<file path="src/rtl/uart_rx_mon.sv">
// ---------------------------------------------------------------------------
// uart_rx_mon : UART receiver with a show-ahead receive FIFO.
//
// The serial line is synchronized, each frame is sampled mid-bit, and every
// received character is queued together with its parity and framing error
// flags. The consumer pops the head entry with a valid/ready handshake.
//
// Optional feature macro: UART_RX_BREAK_DETECT_EN
//   defined   : an all-zero frame (data, parity sample, stop sample) is not
//               queued; break_o pulses for one cycle and the receiver waits
//               for the line to return high before looking for a new start.
//   undefined : break_o is tied low and such a frame is queued with ferr=1.
//
// Ports
//   wb_clk_i       in   clock, rising edge
//   wb_rst_i       in   asynchronous active-high reset
//   rx_i           in   serial line (asynchronous, idle high)
//   rd_ready_i     in   consumer accepts the head entry
//   clr_overrun_i  in   clears the sticky overrun flag
//   rd_valid_o     out  FIFO non-empty, head entry valid
//   rd_data_o      out  head character, LSB = first received bit
//   rd_perr_o      out  head character parity error
//   rd_ferr_o      out  head character framing error
//   fifo_count_o   out  occupied FIFO entries
//   overrun_o      out  sticky: a character was dropped on a full FIFO
//   break_o        out  one-cycle break-detect pulse
// ---------------------------------------------------------------------------
module uart_rx_mon #(
  parameter int CLKS_PER_BIT = 16,
  parameter int DATA_BITS    = 8,
  parameter int PARITY       = 0,
  parameter int FIFO_DEPTH   = 8
) (
  input  logic                          wb_clk_i,
  input  logic                          wb_rst_i,
  input  logic                          rx_i,
  input  logic                          rd_ready_i,
  input  logic                          clr_overrun_i,
  output logic                          rd_valid_o,
  output logic [DATA_BITS-1:0]          rd_data_o,
  output logic                          rd_perr_o,
  output logic                          rd_ferr_o,
  output logic [$clog2(FIFO_DEPTH):0]   fifo_count_o,
  output logic                          overrun_o,
  output logic                          break_o
);

`ifdef UART_RX_BREAK_DETECT_EN
  localparam bit BREAK_EN = 1'b1;
`else
  localparam bit BREAK_EN = 1'b0;
`endif

  localparam int CW = $clog2(CLKS_PER_BIT);
  localparam int BW = $clog2(DATA_BITS);
  localparam int AW = $clog2(FIFO_DEPTH);
  localparam int EW = DATA_BITS + 2;

  localparam logic [CW-1:0] HALF_LAST = CW'(CLKS_PER_BIT / 2 - 1);
  localparam logic [CW-1:0] BIT_LAST  = CW'(CLKS_PER_BIT - 1);
  localparam logic [BW-1:0] DATA_LAST = BW'(DATA_BITS - 1);
  localparam logic [AW:0]   FULL_CNT  = (AW + 1)'(FIFO_DEPTH);

  typedef enum logic [2:0] {
    S_IDLE, S_START, S_DATA, S_PARITY, S_STOP, S_WAIT_HIGH
  } state_t;

  state_t                 state;
  logic                   rx_meta, rx_sync, rx_prev;
  logic [CW-1:0]          cnt;
  logic [BW-1:0]          bit_idx;
  logic [DATA_BITS-1:0]   shreg;
  logic                   perr_reg;
  logic                   par_sample_reg;
  logic                   break_reg;

  logic                   tick_half, tick_bit;
  logic                   parity_exp;
  logic                   is_break;
  logic                   push;
  logic [EW-1:0]          wdata;

  // FIFO state
  logic [EW-1:0]          mem [FIFO_DEPTH];
  logic [AW-1:0]          rd_ptr, wr_ptr;
  logic [AW:0]            count;
  logic                   overrun_reg;
  logic                   pop, full, do_push, drop;
  logic [EW-1:0]          head;

  assign tick_half  = (cnt == HALF_LAST);
  assign tick_bit   = (cnt == BIT_LAST);
  // Expected parity bit value: odd mode makes the total number of ones odd.
  assign parity_exp = (PARITY == 1) ? ~^shreg : ^shreg;
  // Break frame: every sampled bit low, including the stop sample taken now.
  assign is_break   = BREAK_EN && (shreg == '0) &&
                      ((PARITY == 0) || !par_sample_reg) && !rx_sync;
  assign push       = (state == S_STOP) && tick_bit && !is_break;
  assign wdata      = {shreg, perr_reg, ~rx_sync};

  // Receive FSM, synchronizer and break pulse
  always_ff @(posedge wb_clk_i or posedge wb_rst_i) begin
    if (wb_rst_i) begin
      state          <= S_IDLE;
      rx_meta        <= 1'b1;
      rx_sync        <= 1'b1;
      rx_prev        <= 1'b1;
      cnt            <= '0;
      bit_idx        <= '0;
      shreg          <= '0;
      perr_reg       <= 1'b0;
      par_sample_reg <= 1'b0;
      break_reg      <= 1'b0;
    end else begin
      rx_meta   <= rx_i;
      rx_sync   <= rx_meta;
      rx_prev   <= rx_sync;
      break_reg <= 1'b0;
      case (state)
        S_IDLE: begin
          cnt      <= '0;
          bit_idx  <= '0;
          perr_reg <= 1'b0;
          // Only a true 1->0 transition starts a frame, so a line held low
          // after a frame cannot retrigger.
          if (rx_prev && !rx_sync) state <= S_START;
        end
        S_START: begin
          if (tick_half) begin
            cnt   <= '0;
            state <= rx_sync ? S_IDLE : S_DATA;
          end else begin
            cnt <= cnt + 1'b1;
          end
        end
        S_DATA: begin
          if (tick_bit) begin
            cnt   <= '0;
            shreg <= {rx_sync, shreg[DATA_BITS-1:1]};
            if (bit_idx == DATA_LAST) begin
              state <= (PARITY != 0) ? S_PARITY : S_STOP;
            end else begin
              bit_idx <= bit_idx + 1'b1;
            end
          end else begin
            cnt <= cnt + 1'b1;
          end
        end
        S_PARITY: begin
          if (tick_bit) begin
            cnt            <= '0;
            par_sample_reg <= rx_sync;
            perr_reg       <= (rx_sync != parity_exp);
            state          <= S_STOP;
          end else begin
            cnt <= cnt + 1'b1;
          end
        end
        S_STOP: begin
          if (tick_bit) begin
            cnt <= '0;
            if (is_break) begin
              break_reg <= 1'b1;
              state     <= S_WAIT_HIGH;
            end else begin
              state <= S_IDLE;
            end
          end else begin
            cnt <= cnt + 1'b1;
          end
        end
        S_WAIT_HIGH: begin
          if (rx_sync) state <= S_IDLE;
        end
        default: state <= S_IDLE;
      endcase
    end
  end

  // Show-ahead FIFO control
  assign full    = (count == FULL_CNT);
  assign pop     = rd_valid_o && rd_ready_i;
  // A pop in the same cycle frees the slot, so a full FIFO still accepts.
  assign do_push = push && (!full || pop);
  assign drop    = push && full && !pop;

  always_ff @(posedge wb_clk_i or posedge wb_rst_i) begin
    if (wb_rst_i) begin
      rd_ptr      <= '0;
      wr_ptr      <= '0;
      count       <= '0;
      overrun_reg <= 1'b0;
    end else begin
      if (do_push) wr_ptr <= wr_ptr + 1'b1;
      if (pop)     rd_ptr <= rd_ptr + 1'b1;
      case ({do_push, pop})
        2'b10:   count <= count + 1'b1;
        2'b01:   count <= count - 1'b1;
        default: count <= count;
      endcase
      if (drop)               overrun_reg <= 1'b1;
      else if (clr_overrun_i) overrun_reg <= 1'b0;
    end
  end

  // Storage array carries no reset; outputs are gated by rd_valid_o instead.
  always_ff @(posedge wb_clk_i) begin
    if (do_push) mem[wr_ptr] <= wdata;
  end

  assign head         = mem[rd_ptr];
  assign rd_valid_o   = (count != '0);
  assign rd_data_o    = rd_valid_o ? head[EW-1:2] : '0;
  assign rd_perr_o    = rd_valid_o && head[1];
  assign rd_ferr_o    = rd_valid_o && head[0];
  assign fifo_count_o = count;
  assign overrun_o    = overrun_reg;
  assign break_o      = break_reg;

endmodule

</file>
<file path="config.mk">
export PLATFORM = sky130hd
export DESIGN_NAME = uart_rx_mon
export DESIGN_NICKNAME = d
export VERILOG_FILES = /design/src/rtl/uart_rx_mon.sv
export SDC_FILE = /design/constraint.sdc
export NUM_CORES = 1
export LEC_CHECK = 0
export CAP_MARGIN = 0
export CORE_UTILIZATION = 45
export DETAILED_ROUTE_END_ITERATION = 7
export DONT_BUFFER_PORTS = 1
export GPL_TIMING_DRIVEN = 0
export MAX_ROUTING_LAYER = met4
export PLACE_DENSITY = 0.67
export SYNTH_ARGS = -nofsm -noshare
export SYNTH_HDL_FRONTEND = slang
export SYNTH_SLANG_ARGS = --single-unit
</file>
<file path="constraint.sdc">
create_clock -name wb_clk_i -period 2.8 [get_ports wb_clk_i]
set_input_delay 0.56 -clock wb_clk_i [delete_from_list [all_inputs] [get_ports wb_clk_i]]
set_output_delay 0.56 -clock wb_clk_i [all_outputs]
set_load 0.1 [all_outputs]
</file>
==> impl_metrics.csv <==
group,metric,value,unit
synth,synth_flop_cell,"edfxtp_1",
setup_path,startpoint_type,"flop",
drt,drtAntennaViolNets,0,
place,postPlaceCellArea,4960,um2
power_and_ir_drop,power.density_cell_area,1140,nW/um2
clocking,hold_buffers,0,
timing,maxClockFrequency,0.367,GHz
synth,synth.lib_cells_used.distinct,50,
setup_path,data_arrival_time_of_the_critical_path,2160,ps
finish,flow.area_growth_from_synthesis,20.8,%
finish,reg.largest.list,"mem (80), shreg (8)",
synth,yosys.cell_count.top_type,"edfxtp_1",
drt,drt-pass1-iter-count,4,
synth,synth-edff-count,80,
timing,grt_setup_unrepaired,"no",
timing,finalWorstSetupSlack,76.1,ps
die,die_x,105,um
die,fp.dieH,105,um
die,start_util,0.462,
drt,finalWirelength,8480,um
setup_path,regToRegStartpoint,"fifo_count_o[2]$_DFFE_PP0P_",
synth,synth.net_count,294,
setup_path,worst_r2r_endpoint,"fifo_count_o[2]$_DFFE_PP0P_",
timing,timing.slew.headroom,0.408,
min_path,hold-path-endpoint,"rx_meta$_DFF_PP1_",
finish,largest_register_ff_count,80,
clocking,clk-insertion-delay-late,520,ps
global_route,global_route_wire_length_before_repair,13500,um
timing,finalClockSkew,12.0,ps
clocking,root_buffer,"clkbuf_8",
synth,post_synth_main_area_contributors,"edfxtp_1, dfrtp_1, mux4_2",
global_route,grt_antenna_before_repair,0,
timing,post-route-min-period,2720,ps
timing,setup_viol,0,
finish,utilization,0.558,
place,io_buf_count,0,
synth,synth_top_cell_by_area,"edfxtp_1",
place,post-place-cells,419,
clocking,cts.path.max_buffers,2,
clocking,clk_transition_reported_paths,50,ps
flow_run,timing.max_cap.violations,0,
setup_path,timing.reg2reg.setup_slack,220,ps
clocking,cts_sinks,113,
setup_path,r2r_cells,9,
finish,largest_register,"mem",
power_and_ir_drop,power.ir.vdd_worst,900,uV
setup_path,worstSetupEndpointType,"primary output",
setup_path,worstPathRequired,2240,ps
finish,design.final.nets,313,
drt,detail_route.vias_per_cell,5.49,
finish,post_route_cells_drive_above_1_share,0.346,
drt,dr.first_iter.drc_count,104,
place,dp.final_hpwl,5370,um
timing,final.setup.tns,0,ps
synth,synth_top_cell_area_share,0.506,
die,io_pins,22,
drt,wire_per_inst,18.8,um
power_and_ir_drop,leakage,2.08,nW
synth,synth-warning-count,0,
die,die_outline_area,11000,um2
synth,async_reset_ff_frac,0.292,
die,design.core.area,10300,um2
global_route,grt_pass1_vias,2562,
synth,netlist_top_cells_count,"edfxtp_1, dfrtp_1, mux4_2",
clocking,number_of_buffers_created_by_cts,17,
clocking,cts.htree.levels,4,
global_route,track_usage,0.175,
power_and_ir_drop,totalPowerFinal,6.55,mW
min_path,hold_startpoint,"rx_i",
setup_path,timing.setup.critical_path_class,"flop to primary output",
finish,finish.instance_area,5730,um2
global_route,maximum_number_of_pins_on_one_net_before_global_route_repair,34,
synth,postSynthCellCount,283,
synth,syn-mean-instance-area,16.8,um2
global_route,total_gr_overflow,0,
finish,instances_no_fill,451,
place,pre_cts_ws,-179,ps
setup_path,critical_path.max_fanout,10,
place,globalplace.congestion,0.730,
clocking,postCtsSetupRepairBufs,0,
clocking,cts_tree,"built",
min_path,min_path_type,"input pin to flop",
synth,ys_seq_elements,113,
synth,synth_sequential_area_ratio,0.681,
finish,n_antenna_cell,0,
drt,via_count,2477,
setup_path,worstSetupStartpoint,"rd_ptr[1]$_DFFE_PP0P_",
timing,worst-slew-pin-transition,888,ps
min_path,min_delay_path_depth,0,
outcome,outcome,"complete, no violations",
timing,fin_crit_sh,0.973,
drt,drc,0,
die,std_cell_rows,37,
synth,synth_area,4740,um2
timing,final_max_slew_viol_count,0,
timing,hold_slack,45.1,ps
timing,final-hold-violation-count,0,
-- what timing repair did --
action                     in CTS  in global routing
gates resized for setup        25                  8
setup endpoints to repair      32                 40
pin swaps                      10                  2
-- area by class of cell --
class	instances	area [um2]
Fill cell	798	4550
Sequential cell	113	3240
Buffer	13	88.8
Inverter	6	22.5
Clock buffer	20	425
Clock inverter	12	213
Multi-Input combinational cell	151	1570
Tap cell	136	170
-- worst max-delay path by stage --
stage	endpoint	cells past startpoint
floorplan	rd_data_o[0]	3
global placement	mem[5][6]$_DFFE_PP_	7
detailed placement	fifo_count_o[2]$_DFFE_PP0P_	9
CTS	rd_data_o[6]	4
global route	rd_perr_o	4
finish	rd_perr_o	4
-- placed cells by master, fill, tap and decap left out, types with 6 or more instances in the layout --
cell	netlist	final
nor2_1	19	8
ha_1	6	6
dfrtp_1	30	25
nor2_4	0	10
nand2_1	6	6
edfxtp_1	80	80
mux2i_1	11	9
o21ai_0	7	7
nand3_1	11	11
bufinv_16	0	6
mux4_2	20	20
clkbuf_16	0	16
mux2_2	13	13
xnor2_1	12	12
-- power by group --
part / total (mW) / switching, mW / leakage (nW) / internal (mW)
sequential: 2.17 / 0.291 / 1.16 / 1.88
clock: 2.32 / 0.706 / 0.304 / 1.61
combinational: 2.06 / 1.42 / 0.615 / 0.641
-- routing by layer --
layer  global-route usage  routed length, um  vias to the layer above  part of all wire
li1                     -                  -                     1123                 -
met1                0.207               3700                     1300              0.44
met2                0.281               4370                       48              0.52
met3               0.0580                340                        6             0.040
met4               0.0604                 70                        0            0.0083
met5                    -                  0                        -                 0
-- kinds of logic (layout without fill, tap and decap cells) --
logic type,after synthesis,in the layout,synth area share
AOI/OAI and AO/OA,18,18,0.0251
xor gates and xnor gates,16,16,0.0295
adders and majority gates,6,6,0.0158
buffers and inverters,19,51,0.0179
DFF,113,113,0.681
muxes,45,45,0.152
other,1,1,0.000790
and+or+nand+nor,65,65,0.0775
-- critical path, cell delays in order (launching register included) --
cell and delay (ps):
dfrtp_1 400, clkbuf_2 320, mux4_2 290, mux2i_1 110
nor2_4 520
Power figures use the tool's default switching activity.
